**src/rtl/hazard_stall_ctrl.sv**
```systemverilog
// Load-use hazard / stall controller with multi-cycle load latency, memory-busy freeze and branch flush.
// Optional performance counters are enabled by defining HAZARD_PERF_EN.
module hazard_stall_ctrl #(
  parameter int REG_W    = 2,
  parameter int LOAD_LAT = 1,
  parameter int CNT_W    = 16
) (
  input  logic             clk,
  input  logic             reset,
  input  logic [REG_W-1:0] ID_RS,
  input  logic [REG_W-1:0] ID_RT,
  input  logic             ID_Use_RS,
  input  logic             ID_Use_RT,
  input  logic [REG_W-1:0] EX_RT,
  input  logic             EX_Mem_Read,
  input  logic             MEM_Busy,
  input  logic             EX_Branch_Taken,
  output logic             is_stall,
  output logic             PCWrite,
  output logic             IFIDWrite,
  output logic             IFID_Flush,
  output logic [CNT_W-1:0] stall_cycles,
  output logic [CNT_W-1:0] flush_count,
  output logic             state_dbg
);

  typedef enum logic {
    IDLE   = 1'b0,
    LSTALL = 1'b1
  } state_t;

  localparam logic [3:0] LAT_RELOAD = 4'(LOAD_LAT - 1);

  state_t     state;
  logic [3:0] cnt;

  logic hit;
  logic flush_c;
  logic stall_c;

  assign hit = EX_Mem_Read &
               ((ID_Use_RS & (EX_RT == ID_RS)) | (ID_Use_RT & (EX_RT == ID_RT)));

  // Priority: reset > MEM_Busy > branch flush > LSTALL > hit.
  assign flush_c = !reset && !MEM_Busy && EX_Branch_Taken;
  assign stall_c = !reset && !MEM_Busy && !EX_Branch_Taken &&
                   ((state == LSTALL) || hit);

  assign is_stall   = flush_c | stall_c;
  assign PCWrite    = !(MEM_Busy && !reset) && !stall_c;
  assign IFIDWrite  = !(MEM_Busy && !reset) && !stall_c;
  assign IFID_Flush = flush_c;
  assign state_dbg  = state;

  always_ff @(posedge clk) begin
    if (reset) begin
      state <= IDLE;
      cnt   <= 4'd0;
    end else if (MEM_Busy) begin
      state <= state;
      cnt   <= cnt;
    end else if (EX_Branch_Taken) begin
      state <= IDLE;
      cnt   <= 4'd0;
    end else if (state == LSTALL) begin
      if (cnt == 4'd1) begin
        state <= IDLE;
        cnt   <= 4'd0;
      end else begin
        cnt <= cnt - 4'd1;
      end
    end else if (hit && (LOAD_LAT > 1)) begin
      state <= LSTALL;
      cnt   <= LAT_RELOAD;
    end
  end

`ifdef HAZARD_PERF_EN
  logic [CNT_W-1:0] stall_q;
  logic [CNT_W-1:0] flush_q;

  // Saturating counters; a flush cycle is not counted as a stall cycle.
  always_ff @(posedge clk) begin
    if (reset) begin
      stall_q <= '0;
      flush_q <= '0;
    end else begin
      if (stall_c && (stall_q != {CNT_W{1'b1}})) stall_q <= stall_q + 1'b1;
      if (flush_c && (flush_q != {CNT_W{1'b1}})) flush_q <= flush_q + 1'b1;
    end
  end

  assign stall_cycles = stall_q;
  assign flush_count  = flush_q;
`else
  assign stall_cycles = '0;
  assign flush_count  = '0;
`endif

endmodule
```
**config.mk**
```make
export PLATFORM = sky130hd
export DESIGN_NAME = hazard_stall_ctrl
export DESIGN_NICKNAME = d
export VERILOG_FILES = /design/src/rtl/hazard_stall_ctrl.sv
export SDC_FILE = /design/constraint.sdc
export NUM_CORES = 1
export LEC_CHECK = 0
export CELL_PAD_IN_SITES_DETAIL_PLACEMENT = 1
export CELL_PAD_IN_SITES_GLOBAL_PLACEMENT = 1
export CORE_MARGIN = 3
export CORE_UTILIZATION = 24
export CTS_BUF_LIST = sky130_fd_sc_hd__clkbuf_4 sky130_fd_sc_hd__clkbuf_8
export CTS_CLUSTER_SIZE = 28
export DETAILED_ROUTE_END_ITERATION = 16
export PLACE_DENSITY = 0.91
export SYNTH_ARGS = -nofsm -noshare
export SYNTH_HDL_FRONTEND = slang
export SYNTH_SLANG_ARGS = --single-unit
```
**constraint.sdc**
```tcl
create_clock -name clk -period 3.1 [get_ports clk]
set_clock_uncertainty 0.15 [all_clocks]
set_input_delay 0.62 -clock clk [delete_from_list [all_inputs] [get_ports clk]]
set_output_delay 0.62 -clock clk [all_outputs]
set_load 0.05 [all_outputs]
```
After elaboration in Yosys (flattened, before gate mapping)
Cells that the tools add are included.

Add/subtract/negate cells: 1. Equal/unequal tests: 3. Mux-type cells: 6. Bitwise gates (word level): 6. Reductions and logical operators: 14.

Operators with widths (number): $mux 4 (3); $logic_and 1x1->1 (6); $logic_not 1->1 (5); $eq 2x2->1 (2); $eq 4x1->1 const B (1); $sub 4x1->4 const B (1); $and 1x1->1 (3); $mux 1 (3); $or 1x1->1 (2); $reduce_and 2->1 (1); $reduce_bool 2->1 (1); $logic_or 1x1->1 (1); $not 1->1 (1).

Register bits: 5. Bits of input ports: 13. Output and inout bits: 37. Word-level logic and storage cells: 32.

Logic depth before layout (Yosys ltp)
Gate-level depths: netlist of the first run.

Word-level depth: 8. Depth in mapped cells: 5. Mapped depth without buffers: 5.

Worst setup path after synthesis of the first run
Ideal clock, no wire load.

Path kind: in2out. Start point: in ID_RS[1]. End point: out is_stall. Arrival time: 2212 ps. Data required time: 2330 ps. Slack: 118 ps. Stages: 3. Path buffers: 0. Path through: xnor2_1 nand4_1 a311oi_1.

Cells in the longest elaborated chain, start to end: 7.

Ends and longest elaborated chain: from (decl) (RTL line 10) `input logic [REG_W-1:0] ID_RS,`; $eq 2x2->1 (RTL line 42) `((ID_Use_RS & (EX_RT == ID_RS)) | (ID_Use_RT & (EX_RT == ID_RT)));`; $and 1x1->1 (RTL line 42); $or 1x1->1 (RTL line 42); $and 1x1->1 (RTL line 41) `assign hit = EX_Mem_Read &`; $logic_or 1x1->1 (RTL line 47) `((state == LSTALL) || hit);`; $logic_and 1x1->1 (RTL line 46) `assign stall_c = !reset && !MEM_Busy && !EX_Branch_Taken &&`; $or 1x1->1 (RTL line 49) `assign is_stall = flush_c | stall_c;`; to (decl) (RTL line 18) `output logic is_stall,`.

Every way passes these cells.

Final worst setup path of the first run
Start point: in EX_RT[0]. End point: out is_stall.

Cells in the longest elaborated chain, start to end: 7. Elaborated cells on any way between the ends: 9. Those cells by class: eq/ne (2); bitwise (5); reduce/logical (2).

Ends and longest elaborated chain: from (decl) (RTL line 14) `input logic [REG_W-1:0] EX_RT,`; $eq 2x2->1 (RTL line 42); $and 1x1->1 (RTL line 42); $or 1x1->1 * (RTL line 42); $and 1x1->1 * (RTL line 41); $logic_or 1x1->1 * (RTL line 47); $logic_and 1x1->1 * (RTL line 46); $or 1x1->1 * (RTL line 49).

Every way passes the cells marked *; elsewhere a longest branch is shown, timed or not.

==> flow_summary_export.csv, run 1 <==
group,metric,value,unit
status,run_status,"finished, final reports clean",
synth,ys_seq_area_share,15.6,%
route,drc,0,
floorplanning,core.rowCount,18,
worst_setup_path,critical_path.n_buffers_inverters,2,
timing,finalHoldViolCount,0,
timing,grt_setup_unrepaired,"no",
synth,synth.lib_cells_used.distinct,25,
route,routed-via-count,509,
power_and_ir_drop,leakage,0.350,nW
power_and_ir_drop,power_dens_cells,413,nW/um2
place,gp_congestion,0.703,
route,post_drt_via_cell_ratio,4.01,
timing,max-slew-margin-rel,66.1,%
clock_network,worst_skew_pair.late_latency,0.25,ns
timing,fmax,352,MHz
worst_setup_path,critical-path-max-stage-delay,0.46,ns
global_routing,grt.overflow.total,0,
power_and_ir_drop,report.power.total,0.000316,W
floorplanning,die_width,57.7,um
worst_setup_path,worstPathCellList,"clkdlybuf4s50_1 > xnor2_1 > nand4_1 > a311oi_1 > buf_12",
global_routing,antenna_found_initial,0,
timing,slew_violations,0,
place,placed_area,734,um2
worst_setup_path,worstPathArrival,2.07,ns
worst_setup_path,worst-r2r-setup-slack,1.52,ns
clock_network,root_buffer,"clkbuf_4",
clock_network,cts_hold_repair.buffers,0,
layout,post-route-cell-area,764,um2
worst_setup_path,timing.critical_path.required,2.33,ns
synth,yosysWarnings,0,
synth,post_syn_instances,78,
timing,number_of_setup_violations_in_the_final_report,0,
route,drtAntennaViolNets,0,
clock_network,tritoncts,"yes",
worst_setup_path,crit_path_top_delay_cell,"clkdlybuf4s50_1",
min_path,min-delay-start,"state_dbg",
global_routing,grt_max_degree,10,
worst_setup_path,setup.worst_path.end_class,"primary output",
min_path,min_delay_worst_endpoint,"state_dbg",
clock_network,clock_sinks,5,
synth,synthDominantAreaCellType,"buf_4",
route,routed_wirelength,1370,um
floorplanning,initial_cell_density_of_the_core,25.6,%
synth,top_cells_by_area_in_the_synthesized_netlist,"buf_4, dfxtp_1, xnor2_1",
min_path,min_path_cells,1,
layout,layout.cells.most_common_list,"conb_1, clkdlybuf4s50_1, nor2_1, dfxtp_1",
place,port_buffers,17,
layout,area_growth,19.3,%
worst_setup_path,timing_worst_setup_path_type,"input pin to primary output",
worst_setup_path,critical_path_depth,5,
floorplanning,floorplan.io_pins,50,
timing,final_min_period_over_clock_period,91.7,%
worst_setup_path,critical-path-top-delay-family,"buffers and inverters",
layout,utilization,30.6,%
layout,number_of_antenna_cells_inserted,0,
synth,synthesis.area_per_instance,8.21,um2
floorplanning,die_height,57.7,um
floorplanning,placeableCoreArea,2500,um2
timing,timing_worst_slew_pin_value,0.506,ns
clock_network,cts_htree_levels,1,
clock_network,cts.repair.resized,0,
timing,min_period,2.84,ns
place,dpl.hpwl,1200,um
power_and_ir_drop,vdd_ir_drop_max,0.000281,V
route,wire_per_inst,10.8,um
synth,postSynthRegisterBits,5,
clock_network,clock_path_buffers,2,
clock_network,post-cts-setup-buffers,0,
worst_setup_path,worst_setup_path_start_kind,"input pin",
run,max-cap-violations,0,
layout,final_layout_size_suffix_gt1_share,13.4,%
route,drt_iter0_markers,5,
worst_setup_path,crit-reg2reg-launch,"cnt[0]",
floorplanning,design.die.area,3330,um2
global_routing,groute.usage.overall,8.43,%
clock_network,cts_inserted_buffers,3,
worst_setup_path,timing.reg2reg.worst_path_depth,4,
timing,setup_tns,0,ns
synth,mappedNetlistArea,641,um2
min_path,path_class_of_the_lowest_slack_min_delay_path,"flip-flop to flip-flop",
global_routing,via_count_of_the_first_global_routing_pass,493,
synth,yosys.area.top_type_share,38.7,%
layout,nNetsFinal,113,
global_routing,first_pass_grt_wire_length,2120,um
worst_setup_path,worst_r2r_endpoint,"cnt[2]",
layout,mostFrequentLayoutCell,"conb_1",
clock_network,clk_pin_slew,0.04,ns
route,dr_pass1_iterations,2,
worst_setup_path,critPathMaxFanout,2,
## kinds of logic after synthesis
group	after synthesis	synth area share, %
AO/OA/AOI/OAI	10	13.7
flip-flops	5	15.6
AND/OR/NAND/NOR	16	15.8
buffers and inverters	38	41.8
XOR/XNOR	4	5.47
multiplexers	2	3.13
other	1	0.585
adder cells (fa/ha/maj)	2	3.91
## cell usage after synthesis
cell type and count:
o21a_1 1, nor4_2 1, nor3_1 1, a311o_1 1
nand4_1 2, a32o_1 1, mux2i_1 2, o211a_1 1
nor3b_1 2, xnor2_1 4, o21bai_1 1, o21ba_2 1
buf_2 1, ha_1 2, dfxtp_1 5, o31ai_1 2
nor2_1 7, a311oi_1 1, o32ai_1 1, buf_4 33
inv_1 4, or4_4 1, conb_1 1, nor2b_1 1
nor3b_2 1
## layout make-up
class / instances / area (um2)
inverter: 4 / 15.0
clock buffer: 4 / 30.0
fill: 308 / 1740
tap: 30 / 37.5
multi-input combinational: 66 / 389
sequential: 5 / 100
timing repair buffer: 18 / 193
## per-stage QoR
step,worst slack (ns),std cells,hold slack [ns]
5_1_grt,0.194,127,0.414
3_5_place_dp,0.241,123,0.374
2_1_floorplan,0.118,109,0.359
6_report,0.257,127,0.382
4_1_cts,0.236,127,0.384
3_3_place_gp,0.316,123,0.358
## how the worst max path moves through the flow
stage,startpoint,endpoint,slack [ns]
floorplan,ID_RS[1],is_stall,0.12
global placement,EX_RT[1],is_stall,0.32
detailed placement,EX_RT[0],is_stall,0.24
CTS,EX_RT[0],is_stall,0.24
global route,EX_RT[1],is_stall,0.19
finish,EX_RT[0],is_stall,0.26
## power breakdown
part	internal, W	switching [W]	leakage, nW
clock	0.0000577	0.0000314	0.0184
combinational	0.0000369	0.000119	0.291
sequential	0.0000672	0.00000366	0.0407
## flip-flops by register name, summed over array words and instances, names as in the netlist
register / flops
cnt: 4
state_dbg: 1
## layer usage
| layer | track usage [%] | part of all wire [%] |
|---|---|---|
| met5 | 0 | 0 |
| met4 | 3.97 | 1.4 |
| met3 | 5.12 | 15 |
| met2 | 14.7 | 52 |
| met1 | 7.74 | 32 |
No activity file was read; power rests on OpenSTA's default activity.
==> run 2, diff against run 1 <==
PLACE_DENSITY = 0.86   (was 0.91)
==> run 2 against run 1 <==
Sequential power about the same; critical path type unchanged; wire length up 2.0%; setup slack worse by 0.0094 ns; combinational power about the same; critical endpoint unchanged; flip-flop and latch count unchanged; sequential share of layout area unchanged; final cell count unchanged; maximum frequency down 0.33%; total power down 0.78%; cell area unchanged.
==> flow_summary_export.csv, run 2 (synthesis results as in run 1) <==
group,metric,value,unit
clock_network,clk_pin_slew,0.05,ns
power_and_ir_drop,combinationalPowerShare,49.3,%
place,port_buffers,17,
power_and_ir_drop,vdd_ir_drop_max,0.000229,V
power_and_ir_drop,share_seq_of_total_power,22.6,%
global_routing,groute.usage.overall,8.53,%
layout,layout.cells.most_common_list,"conb_1, clkdlybuf4s50_1, nor2_1, dfxtp_1",
floorplanning,placeableCoreArea,2500,um2
status,run_status,"finished, final reports clean",
worst_setup_path,worst_setup_path_startpoint,"EX_RT[1]",
min_path,min_delay_worst_endpoint,"state_dbg",
global_routing,via_count_of_the_first_global_routing_pass,500,
global_routing,first_pass_grt_wire_length,2230,um
route,dr_pass1_iterations,4,
min_path,path_class_of_the_lowest_slack_min_delay_path,"flip-flop to flip-flop",
clock_network,cts_htree_levels,1,
route,wire_per_inst,11.0,um
power_and_ir_drop,leakage,0.350,nW
clock_network,cts.repair.resized,0,
timing,setup_tns,0,ns
clock_network,cts_hold_repair.buffers,0,
timing,max-slew-margin-rel,65.1,%
worst_setup_path,worstPathArrival,2.08,ns
power_and_ir_drop,clock_power_share,28.1,%
power_and_ir_drop,power.net_switching,0.000152,W
worst_setup_path,worst_setup_path_start_kind,"input pin",
clock_network,post-cts-setup-buffers,0,
floorplanning,die_width,57.7,um
worst_setup_path,setup.worst_path.end_class,"primary output",
min_path,min-delay-start,"state_dbg",
layout,area.sequential,100,um2
run,max-cap-violations,0,
timing,timing_worst_slew_pin_value,0.521,ns
route,routed-via-count,488,
layout,final_layout_size_suffix_gt1_share,13.4,%
timing,finalHoldViolCount,0,
min_path,min_path_cells,1,
power_and_ir_drop,power_dens_cells,410,nW/um2
worst_setup_path,crit-reg2reg-launch,"cnt[0]",
layout,top_register,"cnt",
clock_network,worst_skew_pair.late_latency,0.25,ns
worst_setup_path,timing.critical_path.required,2.33,ns
worst_setup_path,timing_worst_setup_path_type,"input pin to primary output",
floorplanning,core.rowCount,18,
route,drt_iter0_markers,5,
power_and_ir_drop,power_report.internal_total,0.000162,W
place,gp_congestion,0.794,
clock_network,clock_path_buffers,2,
layout,number_of_antenna_cells_inserted,0,
timing,grt_setup_unrepaired,"no",
global_routing,antenna_found_initial,0,
route,routed_wirelength,1400,um
floorplanning,die_height,57.7,um
clock_network,root_buffer,"clkbuf_4",
layout,area_of_combinational_cells_with_multiple_inputs,389,um2
clock_network,tritoncts,"yes",
layout,layout_fillers,306,
clock_network,clock_sinks,5,
layout,area_growth,19.3,%
route,post_drt_via_cell_ratio,3.84,
power_and_ir_drop,swShare,48.4,%
timing,fmax,351,MHz
timing,slew_violations,0,
clock_network,cts_inserted_buffers,3,
global_routing,grt.overflow.total,0,
route,drtAntennaViolNets,0,
layout,nNetsFinal,113,
worst_setup_path,worst-r2r-setup-slack,1.52,ns
place,dpl.hpwl,1180,um
layout,number_of_flip_flops_in_the_largest_register,4,
power_and_ir_drop,report.power.total,0.000313,W
timing,min_period,2.85,ns
worst_setup_path,critPathMaxFanout,2,
route,drc,0,
floorplanning,initial_cell_density_of_the_core,25.6,%
timing,number_of_setup_violations_in_the_final_report,0,
floorplanning,design.die.area,3330,um2
floorplanning,floorplan.io_pins,50,
worst_setup_path,timing.reg2reg.worst_path_depth,4,
global_routing,grt_max_degree,10,
worst_setup_path,worst_r2r_endpoint,"cnt[2]",
timing,final_min_period_over_clock_period,92.0,%
layout,mostFrequentLayoutCell,"conb_1",
==> run 2: cell counts in the layout (fill, tap and decap cells not counted) <==
Identical to the previous run, type by type.
==> run 2: power by group through the flow <==
stage                     sequential [W]  combinational (W)  clock (W)
after floorplan                0.0000711           0.000154          0
after global placement         0.0000717           0.000151          0
after detailed placement       0.0000720           0.000153          0
after CTS                      0.0000708           0.000154  0.0000911
after global routing           0.0000715           0.000162  0.0000938
final                          0.0000708           0.000154  0.0000881
==> run 2: layout make-up <==
class	count	share of cell area, %
Clock buffer	4	3.93
Inverter	4	1.96
Multi-Input combinational cell	66	50.9
Sequential cell	5	13.1
Tap cell	30	4.91
Timing Repair Buffer	18	25.2
==> run 2: critical path: stages <==
cell	delay (ns)
clkdlybuf4s50_1	0.51
xnor2_1	0.14
nand4_1	0.16
a311oi_1	0.46
buf_12	0.20
==> run 2: how the worst max path moves through the flow <==
stage / end / cells after the start / slack, ns
2_1_floorplan: is_stall / 3 / 0.12
3_3_place_gp: is_stall / 5 / 0.32
3_5_place_dp: is_stall / 5 / 0.25
4_1_cts: is_stall / 5 / 0.26
5_1_grt: is_stall / 5 / 0.15
6_report: is_stall / 5 / 0.25
==> run 2: metal layers <==
metal  GRT usage, %  up-vias  wire, um
met4           1.66        0        12
li1               -      238         -
met2           16.5       24       783
met5              0        -         0
met3           4.01        2       110
met1           8.15      224       494
==> run 2: metrics by stage <==
stage,hold WS (ns),setup slack (ns),cell area (um2),utilization (%),instances
global route,0.406,0.154,764,30.6,127
floorplan,0.359,0.118,757,-,109
CTS,0.363,0.258,764,30.6,127
finish,0.359,0.247,764,30.6,127
global placement,0.342,0.325,734,29.4,123
detailed placement,0.355,0.255,734,29.4,123
